`src/rtl/instruction_encoder_if.sv`:
```
// -----------------------------------------------------------------------------
// instruction_encoder_if
// Request and output-buffer signals of the RV32I instruction encoder.
//   Request side : req_valid_i / req_ready_o handshake plus the decoded fields
//                  format_i, opcode_i, rd_i, rs1_i, rs2_i, funct3_i, funct7_i
//                  and the sign-extended immediate imm_i.
//   Output side  : out_valid_o / out_ready_i handshake plus the head entry
//                  (instr_word_o, instr_addr_o, imm_err_o, rt_mismatch_o) and
//                  the saturating error counter err_count_o.
// Modports: slave = the encoder, master = the loader / consumer side.
// -----------------------------------------------------------------------------
interface instruction_encoder_if;
    logic               req_valid_i;
    logic               req_ready_o;
    logic [2:0]         format_i;
    logic [6:0]         opcode_i;
    logic [4:0]         rd_i;
    logic [4:0]         rs1_i;
    logic [4:0]         rs2_i;
    logic [2:0]         funct3_i;
    logic [6:0]         funct7_i;
    logic signed [31:0] imm_i;
    logic               out_valid_o;
    logic               out_ready_i;
    logic [31:0]        instr_word_o;
    logic [31:0]        instr_addr_o;
    logic               imm_err_o;
    logic [7:0]         err_count_o;
    logic               rt_mismatch_o;

    modport slave (
        input  req_valid_i, format_i, opcode_i, rd_i, rs1_i, rs2_i,
               funct3_i, funct7_i, imm_i, out_ready_i,
        output req_ready_o, out_valid_o, instr_word_o, instr_addr_o,
               imm_err_o, err_count_o, rt_mismatch_o
    );

    modport master (
        output req_valid_i, format_i, opcode_i, rd_i, rs1_i, rs2_i,
               funct3_i, funct7_i, imm_i, out_ready_i,
        input  req_ready_o, out_valid_o, instr_word_o, instr_addr_o,
               imm_err_o, err_count_o, rt_mismatch_o
    );
endinterface

```
`src/rtl/instruction_encoder.sv`:
```
// -----------------------------------------------------------------------------
// instruction_encoder
// Packs decoded RV32I fields plus a sign-extended immediate into an
// instruction word, tags it with an auto-incrementing address and queues it
// in a 2-entry output buffer with valid/ready on both sides.
// Ports:
//   clk_i      system clock (rising edge)
//   rst_ni     asynchronous active-low reset
//   restart_i  synchronous pulse: address counter -> BASE_ADDR, error count
//              cleared; buffered entries kept
//   bus        instruction_encoder_if.slave (request fields + buffer head)
// Optional build macro: ENCODER_ROUNDTRIP_CHECK_EN adds a decode path that
// re-extracts the immediate from each encoded word and flags disagreement on
// rt_mismatch_o; without it rt_mismatch_o is tied low.
// -----------------------------------------------------------------------------
module instruction_encoder #(
    parameter logic [31:0] BASE_ADDR = 32'h0000_0000,
    parameter logic [31:0] ADDR_STEP = 32'd4
) (
    input  logic                 clk_i,
    input  logic                 rst_ni,
    input  logic                 restart_i,
    instruction_encoder_if.slave bus
);

    localparam logic [2:0]  FMT_R = 3'd0, FMT_I = 3'd1, FMT_S = 3'd2,
                            FMT_B = 3'd3, FMT_U = 3'd4, FMT_J = 3'd5;
    localparam logic [31:0] NOP_WORD = 32'h0000_0013;

    typedef enum logic [1:0] {ST_EMPTY = 2'd0, ST_ONE = 2'd1, ST_TWO = 2'd2} state_t;

    function automatic logic [31:0] encode_word(
        input logic [2:0] fmt, input logic [6:0] op, input logic [4:0] rd,
        input logic [4:0] rs1, input logic [4:0] rs2, input logic [2:0] f3,
        input logic [6:0] f7, input logic signed [31:0] imm);
        case (fmt)
            FMT_R:   encode_word = {f7, rs2, rs1, f3, rd, op};
            FMT_I:   encode_word = {imm[11:0], rs1, f3, rd, op};
            FMT_S:   encode_word = {imm[11:5], rs2, rs1, f3, imm[4:0], op};
            FMT_B:   encode_word = {imm[12], imm[10:5], rs2, rs1, f3, imm[4:1], imm[11], op};
            FMT_U:   encode_word = {imm[31:12], rd, op};
            FMT_J:   encode_word = {imm[20], imm[10:1], imm[11], imm[19:12], rd, op};
            default: encode_word = NOP_WORD;
        endcase
    endfunction

    // Immediate must survive truncation to the format's field (sign bits all
    // equal) and, for branch/jump offsets, be halfword aligned.
    function automatic logic imm_range_err(input logic [2:0] fmt,
                                           input logic signed [31:0] imm);
        case (fmt)
            FMT_R:        imm_range_err = 1'b0;
            FMT_I, FMT_S: imm_range_err = (imm[31:11] != {21{imm[31]}});
            FMT_B:        imm_range_err = (imm[31:12] != {20{imm[31]}}) | imm[0];
            FMT_U:        imm_range_err = (imm[11:0] != 12'd0);
            FMT_J:        imm_range_err = (imm[31:20] != {12{imm[31]}}) | imm[0];
            default:      imm_range_err = 1'b1;
        endcase
    endfunction

    function automatic logic [7:0] sat_inc(input logic [7:0] v, input logic inc);
        sat_inc = (inc && v != 8'hFF) ? v + 8'd1 : v;
    endfunction

    state_t       state_q, state_d;
    logic         ready_p0, vld_p1;
    logic         accept_p0, pop_p1;
    logic         load_head, load_tail, shift_head;
    logic [31:0]  word_p0, addr_p0;
    logic         err_p0;
    logic [31:0]  addr_cnt_q;
    logic [7:0]   err_cnt_q;
    logic [31:0]  word_p1 [2];
    logic [31:0]  addr_p1 [2];
    logic         err_p1  [2];

    // ---- stage p0: combinational encode of the presented request ----
    assign accept_p0 = bus.req_valid_i & ready_p0;
    assign pop_p1    = vld_p1 & bus.out_ready_i;
    assign word_p0   = encode_word(bus.format_i, bus.opcode_i, bus.rd_i, bus.rs1_i,
                                   bus.rs2_i, bus.funct3_i, bus.funct7_i, bus.imm_i);
    assign err_p0    = imm_range_err(bus.format_i, bus.imm_i);
    // A restart on the accepting edge tags this entry with BASE_ADDR.
    assign addr_p0   = restart_i ? BASE_ADDR : addr_cnt_q;

    always_ff @(posedge clk_i or negedge rst_ni) begin
        if (!rst_ni) begin
            state_q    <= ST_EMPTY;
            addr_cnt_q <= BASE_ADDR;
            err_cnt_q  <= 8'd0;
        end else begin
            state_q    <= state_d;
            if (accept_p0)
                addr_cnt_q <= addr_p0 + ADDR_STEP;
            else if (restart_i)
                addr_cnt_q <= BASE_ADDR;
            err_cnt_q  <= sat_inc(restart_i ? 8'd0 : err_cnt_q, accept_p0 & err_p0);
        end
    end

    always_comb begin
        state_d = state_q;
        case (state_q)
            ST_EMPTY: if (accept_p0) state_d = ST_ONE;
            ST_ONE: begin
                if (accept_p0 && !pop_p1)      state_d = ST_TWO;
                else if (!accept_p0 && pop_p1) state_d = ST_EMPTY;
            end
            ST_TWO:   if (pop_p1) state_d = ST_ONE;
            default:  state_d = ST_EMPTY;
        endcase
    end

    always_comb begin
        ready_p0 = 1'b1;
        vld_p1   = 1'b0;
        case (state_q)
            ST_EMPTY: ;
            ST_ONE:   vld_p1 = 1'b1;
            ST_TWO: begin
                ready_p0 = 1'b0;
                vld_p1   = 1'b1;
            end
            default:  ready_p0 = 1'b0;
        endcase
    end

    // Slot 0 is always the head; a simultaneous accept+pop in ONE replaces it.
    assign load_head  = accept_p0 & ((state_q == ST_EMPTY) | ((state_q == ST_ONE) & pop_p1));
    assign load_tail  = accept_p0 & (state_q == ST_ONE) & ~pop_p1;
    assign shift_head = pop_p1 & (state_q == ST_TWO);

    // ---- stage p1: 2-entry output buffer ----
    always_ff @(posedge clk_i) begin
        if (load_head) begin
            word_p1[0] <= word_p0;
            addr_p1[0] <= addr_p0;
            err_p1[0]  <= err_p0;
        end else if (shift_head) begin
            word_p1[0] <= word_p1[1];
            addr_p1[0] <= addr_p1[1];
            err_p1[0]  <= err_p1[1];
        end
        if (load_tail) begin
            word_p1[1] <= word_p0;
            addr_p1[1] <= addr_p0;
            err_p1[1]  <= err_p0;
        end
    end

    assign bus.req_ready_o  = ready_p0;
    assign bus.out_valid_o  = vld_p1;
    assign bus.instr_word_o = vld_p1 ? word_p1[0] : 32'd0;
    assign bus.instr_addr_o = vld_p1 ? addr_p1[0] : 32'd0;
    assign bus.imm_err_o    = vld_p1 & err_p1[0];
    assign bus.err_count_o  = err_cnt_q;

`ifdef ENCODER_ROUNDTRIP_CHECK_EN
    // Immediate-generator extraction; opcode bits [6:0] play no part.
    function automatic logic signed [31:0] decode_imm(input logic [2:0] fmt,
                                                      input logic [31:7] w);
        case (fmt)
            FMT_I:   decode_imm = {{20{w[31]}}, w[31:20]};
            FMT_S:   decode_imm = {{20{w[31]}}, w[31:25], w[11:7]};
            FMT_B:   decode_imm = {{19{w[31]}}, w[31], w[7], w[30:25], w[11:8], 1'b0};
            FMT_U:   decode_imm = {w[31:12], 12'd0};
            FMT_J:   decode_imm = {{11{w[31]}}, w[31], w[19:12], w[20], w[30:21], 1'b0};
            default: decode_imm = 32'sd0;
        endcase
    endfunction

    logic signed [31:0] rt_ref_p0;
    logic               rt_p0;
    logic               rt_p1 [2];

    always_comb begin
        rt_ref_p0 = (bus.format_i == FMT_U) ? {bus.imm_i[31:12], 12'd0} : bus.imm_i;
        rt_p0     = 1'b0;
        if (!err_p0 && bus.format_i != FMT_R)
            rt_p0 = (decode_imm(bus.format_i, word_p0[31:7]) != rt_ref_p0);
    end

    always_ff @(posedge clk_i) begin
        if (load_head)       rt_p1[0] <= rt_p0;
        else if (shift_head) rt_p1[0] <= rt_p1[1];
        if (load_tail)       rt_p1[1] <= rt_p0;
    end

    assign bus.rt_mismatch_o = vld_p1 & rt_p1[0];
`else
    assign bus.rt_mismatch_o = 1'b0;
`endif

endmodule

```
`src/flat_wrapper.sv`:
```
// flat-port wrapper written by rule: the top's interface ports become plain ports
module instruction_encoder_flat 
#(
    parameter logic [31:0] BASE_ADDR = 32'h0000_0000,
    parameter logic [31:0] ADDR_STEP = 32'd4
)
  (clk_i, rst_ni, restart_i, bus_req_valid_i, bus_format_i, bus_opcode_i, bus_rd_i, bus_rs1_i, bus_rs2_i, bus_funct3_i, bus_funct7_i, bus_imm_i, bus_out_ready_i, bus_req_ready_o, bus_out_valid_o, bus_instr_word_o, bus_instr_addr_o, bus_imm_err_o, bus_err_count_o, bus_rt_mismatch_o);
  instruction_encoder_if bus_i ();
  input  logic clk_i;
  input  logic rst_ni;
  input  logic restart_i;
  input wire logic [$bits(bus_i.req_valid_i)-1:0] bus_req_valid_i;
  input wire logic [$bits(bus_i.format_i)-1:0] bus_format_i;
  input wire logic [$bits(bus_i.opcode_i)-1:0] bus_opcode_i;
  input wire logic [$bits(bus_i.rd_i)-1:0] bus_rd_i;
  input wire logic [$bits(bus_i.rs1_i)-1:0] bus_rs1_i;
  input wire logic [$bits(bus_i.rs2_i)-1:0] bus_rs2_i;
  input wire logic [$bits(bus_i.funct3_i)-1:0] bus_funct3_i;
  input wire logic [$bits(bus_i.funct7_i)-1:0] bus_funct7_i;
  input wire logic [$bits(bus_i.imm_i)-1:0] bus_imm_i;
  input wire logic [$bits(bus_i.out_ready_i)-1:0] bus_out_ready_i;
  output wire logic [$bits(bus_i.req_ready_o)-1:0] bus_req_ready_o;
  output wire logic [$bits(bus_i.out_valid_o)-1:0] bus_out_valid_o;
  output wire logic [$bits(bus_i.instr_word_o)-1:0] bus_instr_word_o;
  output wire logic [$bits(bus_i.instr_addr_o)-1:0] bus_instr_addr_o;
  output wire logic [$bits(bus_i.imm_err_o)-1:0] bus_imm_err_o;
  output wire logic [$bits(bus_i.err_count_o)-1:0] bus_err_count_o;
  output wire logic [$bits(bus_i.rt_mismatch_o)-1:0] bus_rt_mismatch_o;
  assign bus_i.req_valid_i = bus_req_valid_i;
  assign bus_i.format_i = bus_format_i;
  assign bus_i.opcode_i = bus_opcode_i;
  assign bus_i.rd_i = bus_rd_i;
  assign bus_i.rs1_i = bus_rs1_i;
  assign bus_i.rs2_i = bus_rs2_i;
  assign bus_i.funct3_i = bus_funct3_i;
  assign bus_i.funct7_i = bus_funct7_i;
  assign bus_i.imm_i = bus_imm_i;
  assign bus_i.out_ready_i = bus_out_ready_i;
  assign bus_req_ready_o = bus_i.req_ready_o;
  assign bus_out_valid_o = bus_i.out_valid_o;
  assign bus_instr_word_o = bus_i.instr_word_o;
  assign bus_instr_addr_o = bus_i.instr_addr_o;
  assign bus_imm_err_o = bus_i.imm_err_o;
  assign bus_err_count_o = bus_i.err_count_o;
  assign bus_rt_mismatch_o = bus_i.rt_mismatch_o;
  instruction_encoder #(.BASE_ADDR(BASE_ADDR), .ADDR_STEP(ADDR_STEP)) u_core (.clk_i(clk_i), .rst_ni(rst_ni), .restart_i(restart_i), .bus(bus_i));
endmodule
```
`config.mk`:
```
export PLATFORM = sky130hd
export DESIGN_NAME = instruction_encoder_flat
export DESIGN_NICKNAME = d
export VERILOG_FILES = /design/src/rtl/instruction_encoder_if.sv /design/src/rtl/instruction_encoder.sv /design/src/flat_wrapper.sv
export SDC_FILE = /design/constraint.sdc
export NUM_CORES = 1
export LEC_CHECK = 0
export ABC_AREA = 1
export ABC_CLOCK_PERIOD_IN_PS = 9300
export BUFFER_PORTS_ARGS = -buffer_cell sky130_fd_sc_hd__buf_2
export CAP_MARGIN = 20
export CORE_ASPECT_RATIO = 0.7
export CORE_MARGIN = 2
export CORE_UTILIZATION = 61
export CTS_CLUSTER_DIAMETER = 100
export DETAILED_ROUTE_END_ITERATION = 8
export GPL_ROUTABILITY_DRIVEN = 0
export GPL_TIMING_DRIVEN = 0
export PLACE_DENSITY = 0.86
export RECOVER_POWER = 50
export SLEW_MARGIN = 30
export SYNTH_ARGS = -nofsm -noshare
export SYNTH_HDL_FRONTEND = slang
export SYNTH_SLANG_ARGS = --single-unit
```
`constraint.sdc`:
```
create_clock -name clk_i -period 9.3 [get_ports clk_i]
set_clock_uncertainty 0.2 [all_clocks]
set_input_delay 0.93 -clock clk_i [delete_from_list [all_inputs] [get_ports clk_i]]
set_output_delay 0.93 -clock clk_i [all_outputs]
set_load 0.02 [all_outputs]
```
Yosys cells after proc, flatten, opt, wreduce, memory -nomap -nowiden
Memories as Yosys holds them, arrays and structs flattened.
Index checks and enable logic that the tools add are counted.
Cells by class
  div/mod/pow operators: 0
  multiplexer cells: 34
  shift-type cells: 0
  $mul: 0
  magnitude comparators: 0
  add/sub/neg operators: 2
  reductions and logical operators: 15
  eq/ne operators: 14
  bitwise gates (word level): 16
Operators with widths (number)
  $mux W32: 8
  $pmux W32 S6: 1
  $reduce_or A32 Y1: 2
  $add A32 B3 Y32 const B: 1
  $ne A20 B20 Y1: 1
  $ne A19 B19 Y1: 1
  $mux W1: 17
  $mux W8: 2
  $reduce_bool A12 Y1: 1
  $ne A11 B11 Y1: 1
  $and A1 B1 Y1: 9
  $add A8 B1 Y8 const B: 1
  $mux W2: 4
  $ne A8 B8 Y1 const B: 1
  $eq A3 B2 Y1 const B: 2
  $eq A3 B3 Y1 const B: 2
  $or A1 B1 Y1: 6
  $pmux W2 S3: 1
  $reduce_or A2 Y1: 3
  $pmux W1 S5: 1
  $ne A2 B1 Y1 const B: 2
  $eq A3 B1 Y1 const B: 1
  $logic_and A1 B1 Y1: 3
  $logic_not A3 Y1: 1
  8 further kinds: 9
Word-level totals
  flip-flop bits (word level): 42
  memories kept: 3
  bits in writable memories: 130
  latch bits: 0
  input port bits: 72
  output and inout port bits: 76
  ROM bits: 0
  word-level logic and storage cells: 87
Memory list
  u_core.addr_p1: depth 2, width 32, rd ports 2, clocked after memory_dff 0, write ports 1, RTL line instruction_encoder.sv:74  | logic [31:0] addr_p1 [2];
  u_core.word_p1: depth 2, width 32, rd ports 2, clocked after memory_dff 0, write ports 1, RTL line instruction_encoder.sv:73  | logic [31:0] word_p1 [2];
  u_core.err_p1: depth 2, width 1, rd ports 2, clocked after memory_dff 0, write ports 1, RTL line instruction_encoder.sv:75  | logic err_p1 [2];

Depth between registers and ports, before layout
Gate-level depths: netlist of run 1.
  word-level depth: 11
  mapped depth: 14
  gate-level depth less buffers: 13

Least setup slack after synthesis of run 1
No wires, ideal clock.
  path kind: in2reg
  start: input bus_out_ready_i
  end: memory u_core.addr_p1[1][0], in the netlist u_core.addr_p1[0][32] (enable)
  path buffers: 0
  data required time: 8.529 ns
  setup time: 0.571 ns
  path slack: 2.941 ns
  arrival time: 5.589 ns
  stages: 3
  cells stage by stage: nand2_1 > inv_1 > nor3_1
On the way
  elaborated cells on any way between the ends: 18
  those cells by class: mux (9); bitwise (8); reduce/logical (1)
RTL lines
  start: declaration: RTL line flat_wrapper.sv:21  | input wire logic [$bits(bus_i.out_ready_i)-1:0] bus_out_ready_i;
  $and A1 B1 Y1 *: RTL line instruction_encoder.sv:79  | assign pop_p1 = vld_p1 & bus.out_ready_i;
  $not A1 Y1 *: RTL line instruction_encoder.sv:130  | assign load_tail = accept_p0 & (state_q == ST_ONE) & ~pop_p1;
  $and A1 B1 Y1 *: RTL line instruction_encoder.sv:130
  via u_core.load_tail: RTL line instruction_encoder.sv:68  | logic load_head, load_tail, shift_head;
  $mux W1 *: RTL line instruction_encoder.sv:144  | if (load_tail) begin
  $mux W1 (implied by the code) *: RTL line instruction_encoder.sv:146  | addr_p1[1] <= addr_p0;
  $reduce_or A32 Y1 (no source line)
  $mux W1 (no source line)
  end: declaration: RTL line instruction_encoder.sv:74
The timed path passes the listed nets; every way through them passes the cells marked *.

Worst setup path after layout of run 1
  start: register u_core.state_q[0]
  end: memory u_core.word_p1[0][10] (enable)
On the way
  cells in the longest elaborated chain, start to end: 11
  elaborated cells on any way between the ends: 27
  those cells by class: eq/ne (2); mux (11); bitwise (10); reduce/logical (4)
Ends and longest elaborated chain
  start: declaration: RTL line instruction_encoder.sv:65  | state_t state_q, state_d;
  start signal: assignment: RTL line instruction_encoder.sv:92  | state_q <= state_d;
  branches (longest 11 deep; another with $reduce_or A32 Y1)
  end: declaration: RTL line instruction_encoder.sv:73
Several ways; the timed one is not identified.

==> impl_metrics.tcl, run 1 <==
set metrics [dict create \
    fp-row-count 36 \
    synth-main-ff-cell "edfxtp_1" \
    setup_viol 0 \
    seq_power_share_pct 41.9 \
    clock_latency_ps 430 \
    final_nets 1172 \
    drtIter0Drc 690 \
    final_cells 1297 \
    synthCells 919 \
    worst_pin_slew_ps 1511 \
    finalCriticalPeriod_ps 4591 \
    clock-root-buffer "clkbuf_16" \
    cp-end-kind "flip-flop" \
    synth-edff-count 130 \
    async_flop_share_pct 24.42 \
    firstDrtPassIters 6 \
    clkTransAtPathRegs_ps 70 \
    cp.required_ps 9140 \
    grt_use_met2_pct 42.66 \
    critPathLaunch "u_core.state_q[0]$_DFFE_PN0P_" \
    grt_util_all_layers_pct 27.78 \
    grt-ovfl-total 0 \
    vias_per_cell 5.406 \
    fp.dieH_um 104.4 \
    worstHoldStart "u_core.addr_cnt_q[0]$_DFF_PN0_" \
    yosysUniqueCellTypes 43 \
    stdcell_area_mm2 0.01024 \
    peakVddDrop_mv 0.1582 \
    clock.fmax_mhz 217.8 \
    crit_fanout 22 \
    met1_usage_pct 40.81 \
    numCtsBuffers 17 \
    grt_max_degree 27 \
    cp-start-kind "flip-flop" \
    h-tree-depth 4 \
    antenna_found_initial 0 \
    ant_nets 0 \
    fill_cells 1002 \
    dr_total_vias 7012 \
    synth_most_common_cell "nand2_1" \
    synth_top_area_share_pct 44.41 \
    wl_per_cell_um 16.07 \
    clockBufferDepth 2 \
    final_util_pct 73.12 \
    ctsHoldBuffers 0 \
    cts_setup_buffers 0 \
    cts-resized-gates 0 \
    cts_tree "built" \
    core_area_mm2 0.01401 \
    failed_checks "max-capacitance violations, max-slew violations" \
    area_growth_pct 16.52 \
    combPwrFrac_pct 31.9 \
    portBuffers 143 \
    period_share_pct 49.37 \
    r2r_start "u_core.state_q[0]$_DFFE_PN0P_" \
    gr-max-usage-layer "met2" \
    drive_above_1_share_pct 22.31 \
    swShare_pct 36.37 \
    maxSlewHeadroom_pct -0.7028 \
    status "complete, but fails checks" \
    synth_top_cell_by_area "edfxtp_1" \
    drc 0 \
    rsz0062_at_grt "no" \
    die_x_um 147.5 \
    path_class "flip-flop to flip-flop" \
    syn-cell-area_mm2 0.008791 \
    start_util_pct 62.75 \
    power.net_switching_mw 0.9418 \
    tns_ps 0 \
    grt_use_met3_pct 5.746 \
    drt_wl_total_um 20850 \
    slew_viol_final 27 \
    synth_area_leaders "edfxtp_1 44%, dfrtp_1 12%, nand2_1 9.2%, inv_1 7.2%, mux2_2 5.5%" \
    seq_area_frac_synth_pct 56.36 \
    drv_cap 1 \
    place_area_mm2 0.009962 \
    io_pins 148 \
    ys_ff_latch 172 \
    fp.dieArea_mm2 0.01540 \
    hold_viol 0 \
    postSynthAreaPerCell_um2 9.566 \
    grt_pass1_vias 6594 \
    p_int_mw 1.648 \
    worstHoldPathType "flip-flop to flip-flop" \
    dpl.hpwl_um 15250 \
    yosys-top-cells-count "216 x nand2_1, 168 x inv_1, 130 x edfxtp_1, 90 x nor2_1, 43 x mux2_2" \
    power_density_mw_per_mm2 252.8 \
    cellLeakagePower_nw 5.035 \
    syn_nets 997 \
    yosysWarningCount 0 \
    worst_ep_arrival_time_ps 4430 \
    place_inst 1265 \
    cts.sinks 172 \
    grt_pass1_wl_um 33230 \
    p_clk_share_pct 26.3 \
    antenna_cells 0 \
]
-- kinds of logic (layout without fill, tap and decap cells) --
logic type / after synthesis / count (layout) / share of synthesized area [%]
AND/OR/NAND/NOR: 401 / 401 / 20.41
buffers and inverters: 198 / 386 / 9.123
flip-flops: 172 / 172 / 56.36
AO/OA/AOI/OAI: 66 / 66 / 4.512
multiplexers: 43 / 43 / 5.508
XOR/XNOR: 32 / 32 / 3.188
adder cells (fa/ha/maj): 6 / 6 / 0.8539
other: 1 / 1 / 0.04266
-- state kept, by name, indices dropped and copies added (netlist names) --
register / flops
u_core.addr_cnt_q: 32
u_core.word_p1: 64
u_core.bus.err_count_o: 8
u_core.addr_p1: 64
u_core.err_p1: 2
u_core.state_q: 2
-- layer usage --
metal  vias to the layer above  part of all wire [%]  wire (µm)
li1                       3302                     -          -
met1                      3275                    44       9127
met2                       399                    44       9171
met3                        36                    10       2164
met4                         0                   1.8        382
met5                         -                     0          0
-- power groups by stage --
| stage | logic (mW) | clock network (mW) | registers [mW] |
|---|---|---|---|
| after detailed placement | 0.875 | 0 | 1.10 |
| after global routing | 0.904 | 0.711 | 1.10 |
| final | 0.825 | 0.680 | 1.08 |
| after CTS | 0.880 | 0.684 | 1.08 |
| after global placement | 0.801 | 0 | 1.14 |
| after floorplan | 0.533 | 0 | 1.12 |
-- layout make-up --
cell class	instances	area, µm²	share of cell area [%]
flip-flops and latches	172	4955	48.37
multi-input cells	549	2928	28.58
repair buffers	156	793.3	7.744
inverters	170	640.6	6.254
clock buffers	17	425.4	4.153
well taps	190	237.7	2.321
clock inverters	15	138.9	1.356
plain buffers	28	125.1	1.221
-- worst max-delay path, cell delays in order (launching register included) --
cell and delay [ps]:
dfrtp_1 400, inv_1 100, ha_1 170, inv_1 70
nand2_1 90, nand2_1 310, clkinvlp_2 430, o21ai_0 210
o21ai_0 550, clkbuf_1 740, clkbuf_1 920
-- per-stage QoR --
step                      setup slack (ps)  hold WS [ps]  total power, mW
final                                 4709         306.6            2.589
after global routing                  4447         322.6            2.716
after CTS                             5479         242.0            2.646
after detailed placement              5603         293.0            1.971
after global placement               557.5         279.1            1.936
after floorplan                       2941         264.9            1.648
-- layout by cell type (no fill, tap or decap), drive strengths merged, types with 2 or more instances in the layout --
cell type	n
nand2	225
inv	174
buf	153
edfxtp	130
nor2	108
clkbuf	48
mux2	43
dfrtp	42
nand3	31
a21oi	26
xor2	22
nor3	18
o21ai	18
nand4	12
xnor2	10
o221ai	9
ha	6
a31oi	5
clkinvlp	5
clkinv	5
or2	4
o211ai	3
o22ai	3
o2111ai	2
nor4	2
-- worst paths after layout --
check / to / slack [ps] / depth (start not counted)
min: u_core.addr_cnt_q[0]$_DFF_PN0_ / 310 / 2
max reg2reg: u_core.word_p1[0][10]$_DFFE_PP_ / 4710 / 10
max in group asynchronous: u_core.addr_cnt_q[19]$_DFF_PN0_ / 6620 / 3
max: u_core.word_p1[0][10]$_DFFE_PP_ / 4710 / 10
min in group asynchronous: u_core.addr_cnt_q[6]$_DFF_PN0_ / 750 / 2
min reg2reg: u_core.addr_cnt_q[0]$_DFF_PN0_ / 310 / 2
(Power assumes the default switching activity.)
==> run 2: changes to the inputs <==
--- a/config.mk
+++ b/config.mk
@@ -6,17 +6,17 @@
 export NUM_CORES = 1
 export LEC_CHECK = 0
 export ABC_AREA = 1
-export ABC_CLOCK_PERIOD_IN_PS = 9300
+export ABC_CLOCK_PERIOD_IN_PS = 4700
 export BUFFER_PORTS_ARGS = -buffer_cell sky130_fd_sc_hd__buf_2
 export CAP_MARGIN = 20
 export CORE_ASPECT_RATIO = 0.7
 export CORE_MARGIN = 2
-export CORE_UTILIZATION = 61
+export CORE_UTILIZATION = 57
 export CTS_CLUSTER_DIAMETER = 100
 export DETAILED_ROUTE_END_ITERATION = 8
 export GPL_ROUTABILITY_DRIVEN = 0
 export GPL_TIMING_DRIVEN = 0
-export PLACE_DENSITY = 0.86
+export PLACE_DENSITY = 0.81
 export RECOVER_POWER = 50
 export SLEW_MARGIN = 30
 export SYNTH_ARGS = -nofsm -noshare
==> constraint.sdc (replaced) <==
create_clock -name clk_i -period 4.7 [get_ports clk_i]
set_clock_uncertainty 0.2 [all_clocks]
set_input_delay 0.47 -clock clk_i [delete_from_list [all_inputs] [get_ports clk_i]]
set_output_delay 0.47 -clock clk_i [all_outputs]
set_load 0.02 [all_outputs]
==> impl_metrics.tcl, run 2 (same netlist as run 1, synthesis figures left out) <==
set metrics [dict create \
    status "complete, but fails checks" \
    failed_checks "max-capacitance violations, max-slew violations" \
    final_nets 1168 \
    combPwrFrac_pct 32.3 \
    hold_viol 0 \
    layout_common_cells "220 x nand2_1, 168 x inv_1, 141 x buf_2, 130 x edfxtp_1, 104 x nor2_1" \
    firstDrtPassIters 5 \
    start_util_pct 58.97 \
    met1_length_um 9664 \
    cellLeakagePower_nw 5.070 \
    min_to "u_core.word_p1[0][33]$_DFFE_PP_" \
    drt_wl_total_um 21420 \
    fill_cells 1147 \
    area_growth_pct 17.69 \
    route.met3.wl_um 1929 \
    peakVddDrop_mv 0.2844 \
    critical_path.reg2reg.endpoint "u_core.word_p1[0][38]$_DFFE_PP_" \
    grt_pass1_vias 6548 \
    rsz0062_at_grt "no" \
    drive_above_1_share_pct 22.03 \
    dpl.hpwl_um 15550 \
    vias_per_cell 5.311 \
    fp.dieH_um 107.9 \
    clockBufferDepth 2 \
    seq_power_share_pct 40.3 \
    clock_latency_ps 420 \
    cts.sinks 172 \
    period_share_pct 80.55 \
    power_density_mw_per_mm2 514.5 \
    ant_nets 0 \
    antenna_cells 0 \
    regArea_mm2 0.004955 \
    finalCriticalPeriod_ps 3786 \
    top_layer "met4" \
    fp-row-count 37 \
    slew_viol_final 67 \
    p_total_mw 5.323 \
    wl_met2_um 9552 \
    crit_fanout 13 \
    worst_ep_arrival_time_ps 3720 \
    drc 0 \
    tns_ps 0 \
    numCtsBuffers 17 \
    cp-start-kind "flip-flop" \
    maxSlewHeadroom_pct -71.69 \
    p_clk_share_pct 27.4 \
    hold_path_depth 2 \
    grt_util_all_layers_pct 26.49 \
    power.net_switching_mw 1.898 \
    cts_tree "built" \
    drtIter0Drc 674 \
    reg2reg_slack_ps 910 \
    clock.fmax_mhz 264.1 \
    r2r_start "u_core.state_q[0]$_DFFE_PN0P_" \
    swShare_pct 35.66 \
    antenna_found_initial 0 \
    multi_input_area_mm2 0.002908 \
    core_area_mm2 0.01491 \
    setup_viol 0 \
    dr_total_vias 6894 \
    clkTransAtPathRegs_ps 70 \
    final_common_cell "nand2_1" \
    die_x_um 152.4 \
    grt_max_degree 43 \
    portBuffers 143 \
    wl_per_cell_um 16.50 \
    p_int_mw 3.425 \
    cp.required_ps 4630 \
    path_class "flip-flop to flip-flop" \
    grt_pass1_wl_um 33690 \
    clock-root-buffer "clkbuf_16" \
    worstHoldPathType "input port to flip-flop" \
    reg_top3 "u_core.addr_p1 x64, u_core.word_p1 x64, u_core.addr_cnt_q x32" \
    worstHoldStart "bus_opcode_i[1]" \
    fp.dieArea_mm2 0.01645 \
    io_pins 148 \
    drv_cap 3 \
    grt-ovfl-total 0 \
    r2r_cells 8 \
    worst_pin_slew_ps 2548 \
    h-tree-depth 4 \
    cp-end-kind "flip-flop" \
]
==> run 2: layer usage <==
| metal | up-vias | GRT usage [%] |
|---|---|---|
| met5 | - | 0 |
| met4 | 0 | 7.474 |
| met3 | 32 | 4.147 |
| met2 | 345 | 41.57 |
| met1 | 3227 | 38.97 |
| li1 | 3290 | - |
==> run 2: repair_timing <==
| action | in CTS | in global routing |
|---|---|---|
| hold endpoints to repair | 42 | 0 |
| setup endpoints to repair | 0 | 0 |
| resized for setup | 0 | 0 |
| buffers inserted | 0 | 0 |
| hold buffers | 1 | 0 |
==> run 2: critical path, stage by stage (launching register included) <==
cell and delay [ps]:
dfrtp_1 380, inv_1 90, ha_1 360, nand2_1 100, inv_1 90, nor3_1 1610
buf_6 330, buf_8 170, buf_8 160
==> run 2: worst max-delay path by stage <==
stage	from	to	slack, ps	depth (start not counted)
2_1_floorplan	u_core.state_q[0]$_DFFE_PN0P_	u_core.addr_p1[0][0]$_DFFE_PP_	-1600	4
3_3_place_gp	u_core.state_q[0]$_DFFE_PN0P_	u_core.word_p1[0][5]$_DFFE_PP_	-3870	4
3_5_place_dp	restart_i	u_core.bus.err_count_o[0]$_DFF_PN0_	1400	13
4_1_cts	u_core.state_q[0]$_DFFE_PN0P_	bus_instr_word_o[19]	1370	7
5_1_grt	u_core.state_q[0]$_DFFE_PN0P_	u_core.word_p1[0][36]$_DFFE_PP_	780	8
6_report	u_core.state_q[0]$_DFFE_PN0P_	u_core.word_p1[0][38]$_DFFE_PP_	910	8
==> run 2: stage by stage <==
step	hold WS [ps]	instance area (µm²)	std cells	utilization [%]	setup slack (ps)
6_report	139.0	10350	1298	69.41	914.0
5_1_grt	134.4	10350	1298	69.41	776.9
4_1_cts	127.8	10550	1298	70.78	1369
3_5_place_dp	284.8	9926	1265	66.59	1405
3_3_place_gp	279.3	9756	1257	65.44	-3872
2_1_floorplan	-25.59	8796	919	-	-1598
==> run 2: final cells by class <==
cell class                      count  area share [%]
Clock buffer                       18           4.148
Inverter                          170           6.204
Tap cell                          195           2.358
Sequential cell                   172           47.89
Timing Repair Buffer              152           8.320
Buffer                             28           1.173
Clock inverter                     14           1.802
Multi-Input combinational cell    549           28.10
==> run 2: power groups by stage <==
stage | Sequential [mW] | Combinational, mW | Clock, mW
after global routing | 2.17 | 1.87 | 1.53
final | 2.15 | 1.72 | 1.46
after detailed placement | 2.17 | 1.74 | 0
after floorplan | 2.20 | 1.06 | 0
after CTS | 2.15 | 1.75 | 1.47
after global placement | 2.23 | 1.60 | 0
==> run 3: changes to the inputs <==
--- a/config.mk
+++ b/config.mk
@@ -6,17 +6,17 @@
 export NUM_CORES = 1
 export LEC_CHECK = 0
 export ABC_AREA = 1
-export ABC_CLOCK_PERIOD_IN_PS = 4700
+export ABC_CLOCK_PERIOD_IN_PS = 3440
 export BUFFER_PORTS_ARGS = -buffer_cell sky130_fd_sc_hd__buf_2
 export CAP_MARGIN = 20
 export CORE_ASPECT_RATIO = 0.7
 export CORE_MARGIN = 2
-export CORE_UTILIZATION = 57
+export CORE_UTILIZATION = 51
 export CTS_CLUSTER_DIAMETER = 100
 export DETAILED_ROUTE_END_ITERATION = 8
 export GPL_ROUTABILITY_DRIVEN = 0
 export GPL_TIMING_DRIVEN = 0
-export PLACE_DENSITY = 0.81
+export PLACE_DENSITY = 0.76
 export RECOVER_POWER = 50
 export SLEW_MARGIN = 30
 export SYNTH_ARGS = -nofsm -noshare
==> constraint.sdc (replaced) <==
create_clock -name clk_i -period 3.44 [get_ports clk_i]
set_clock_uncertainty 0.2 [all_clocks]
set_input_delay 0.344 -clock clk_i [delete_from_list [all_inputs] [get_ports clk_i]]
set_output_delay 0.344 -clock clk_i [all_outputs]
set_load 0.02 [all_outputs]
==> impl_metrics.tcl, run 3 (same netlist as run 1, synthesis figures left out) <==
set metrics [dict create \
    cellLeakagePower_nw 5.089 \
    final_common_cell "nand2_1" \
    cts_setup_buffers 0 \
    start_util_pct 51.66 \
    min_to "u_core.word_p1[0][33]$_DFFE_PP_" \
    r2r_start "u_core.state_q[0]$_DFFE_PN0P_" \
    fp-row-count 40 \
    fill_cells 1470 \
    reg2reg_slack_ps 360 \
    cp-start-kind "flip-flop" \
    crit_fanout 10 \
    h-tree-depth 4 \
    worstHoldStart "bus_opcode_i[1]" \
    antenna_cells 0 \
    finalCriticalPeriod_ps 3075 \
    path_class "flip-flop to flip-flop" \
    grt_pass1_vias 6370 \
    vias_per_cell 5.115 \
    layout_common_cells "222 x nand2_1, 168 x inv_1, 141 x buf_2, 130 x edfxtp_1, 104 x nor2_1" \
    rsz0062_at_grt "no" \
    peakVddDrop_mv 0.3501 \
    place_worst_setup_slack_ps 350.7 \
    dpl.hpwl_um 15110 \
    cts.sinks 172 \
    cts_tree "built" \
    firstDrtPassIters 5 \
    clock_latency_ps 430 \
    setup_viol 0 \
    die_x_um 160.9 \
    cp.required_ps 3540 \
    antenna_found_initial 0 \
    worstHoldPathType "input port to flip-flop" \
    drc 0 \
    power_density_mw_per_mm2 694.8 \
    worst_slack_ps 364.7 \
    reg_top3 "u_core.addr_p1 x64, u_core.word_p1 x64, u_core.addr_cnt_q x32" \
    numCtsBuffers 17 \
    area_growth_pct 18.29 \
    ant_nets 0 \
    grt_max_degree 43 \
    status "complete, but fails checks" \
    clock-root-buffer "clkbuf_16" \
    r2r_cells 10 \
    grt-ovfl-total 0 \
    critical_path.reg2reg.endpoint "u_core.addr_cnt_q[23]$_DFF_PN0_" \
    whs_ps 18.52 \
    worst_ep_arrival_time_ps 3180 \
    drtIter0Drc 535 \
    worst_pin_slew_ps 2414 \
    period_share_pct 89.40 \
    drv_cap 1 \
    final_nets 1170 \
    maxSlewHeadroom_pct -60.90 \
    wl_per_cell_um 15.30 \
    portBuffers 143 \
    clockBufferDepth 2 \
    drive_above_1_share_pct 22.08 \
    grt_pass1_wl_um 32720 \
    core_area_mm2 0.01702 \
    grt_util_all_layers_pct 23.04 \
    io_pins 148 \
    drt_wl_total_um 20440 \
    dr_total_vias 6833 \
    fp.dieArea_mm2 0.01832 \
    fp.dieH_um 113.8 \
    clkTransAtPathRegs_ps 60 \
    cp-end-kind "flip-flop" \
    hold_path_depth 2 \
    multi_input_area_mm2 0.002907 \
    hold_viol 0 \
    failed_checks "max-capacitance violations, max-slew violations" \
    slew_viol_final 43 \
    clock.fmax_mhz 325.2 \
    regArea_mm2 0.004955 \
]
[run 3: cell count changes in the layout (fill, tap and decap cells not counted), sizes merged]
cell | before | now
clkbuf | 47 | 45
clkinv | 6 | 8
bufinv | 3 | 4
buf | 150 | 151
clkinvlp | 3 | 1
dlygate4sd3 | 1 | 3
[run 3: area by class of cell]
class                   instances  share of cell area (%)
clock inverters                15                   1.877
clock buffers                  17                   4.091
repair buffers                154                   8.098
plain buffers                  28                   1.324
inverters                     170                   6.233
multi-input cells             549                   27.95
well taps                     231                   2.779
flip-flops and latches        172                   47.65
[run 3: worst max-delay path by stage]
stage                                        startpoint                                  end  slack [ps]
after floorplan           u_core.state_q[0]$_DFFE_PN0P_       u_core.addr_p1[0][0]$_DFFE_PP_         130
after global placement    u_core.state_q[0]$_DFFE_PN0P_      u_core.word_p1[0][58]$_DFFE_PP_        -650
after detailed placement                      restart_i  u_core.bus.err_count_o[1]$_DFF_PN0_         350
after CTS                 u_core.state_q[0]$_DFFE_PN0P_                 bus_instr_word_o[13]         180
after global routing                             rst_ni       u_core.addr_cnt_q[1]$_DFF_PN0_         160
final                     u_core.state_q[0]$_DFFE_PN0P_      u_core.addr_cnt_q[23]$_DFF_PN0_         360
[run 3: worst max-delay path: stages (launching register included)]
cell and delay, ps:
dfrtp_1 400, inv_1 100, ha_1 190, inv_1 90
nand2_1 80, nand2_1 290, nor2_1 390, nand4_1 260
nor3_1 630, nand2_1 140, xor2_1 180
[run 3: routing by layer]
metal	track usage, %	routed length [µm]
met4	7.083	303
met1	35.06	10240
met2	33.13	8454
met3	5.018	1438
met5	0	0
[run 3: through the flow]
stage          setup TNS, ps  util, %  std cells  power (mW)  cell area [µm²]
6_report                   0    61.11       1336       7.225            10400
5_1_grt                    0    61.11       1336       7.595            10400
4_1_cts                    0    62.32       1336       7.337            10610
3_5_place_dp               0    58.50       1301       5.325             9955
3_3_place_gp          -83210    57.65       1293       5.207             9811
2_1_floorplan              0        -        919       4.413             8806
[run 3: timing repair]
item,4_1_cts,5_1_grt
hold endpoints to repair,44,0
endpoints found under the setup margin,0,1
hold buffers,3,0
gates resized for setup,0,2
[run 3: report_power, final]
group / internal, mW / total, mW / switching (mW) / leakage (nW)
clock: 1.21 / 2.02 / 0.803 / 0.298
sequential: 2.80 / 2.92 / 0.122 / 1.81
combinational: 0.675 / 2.28 / 1.61 / 2.98
total: 4.69 / 7.22 / 2.53 / 5.09
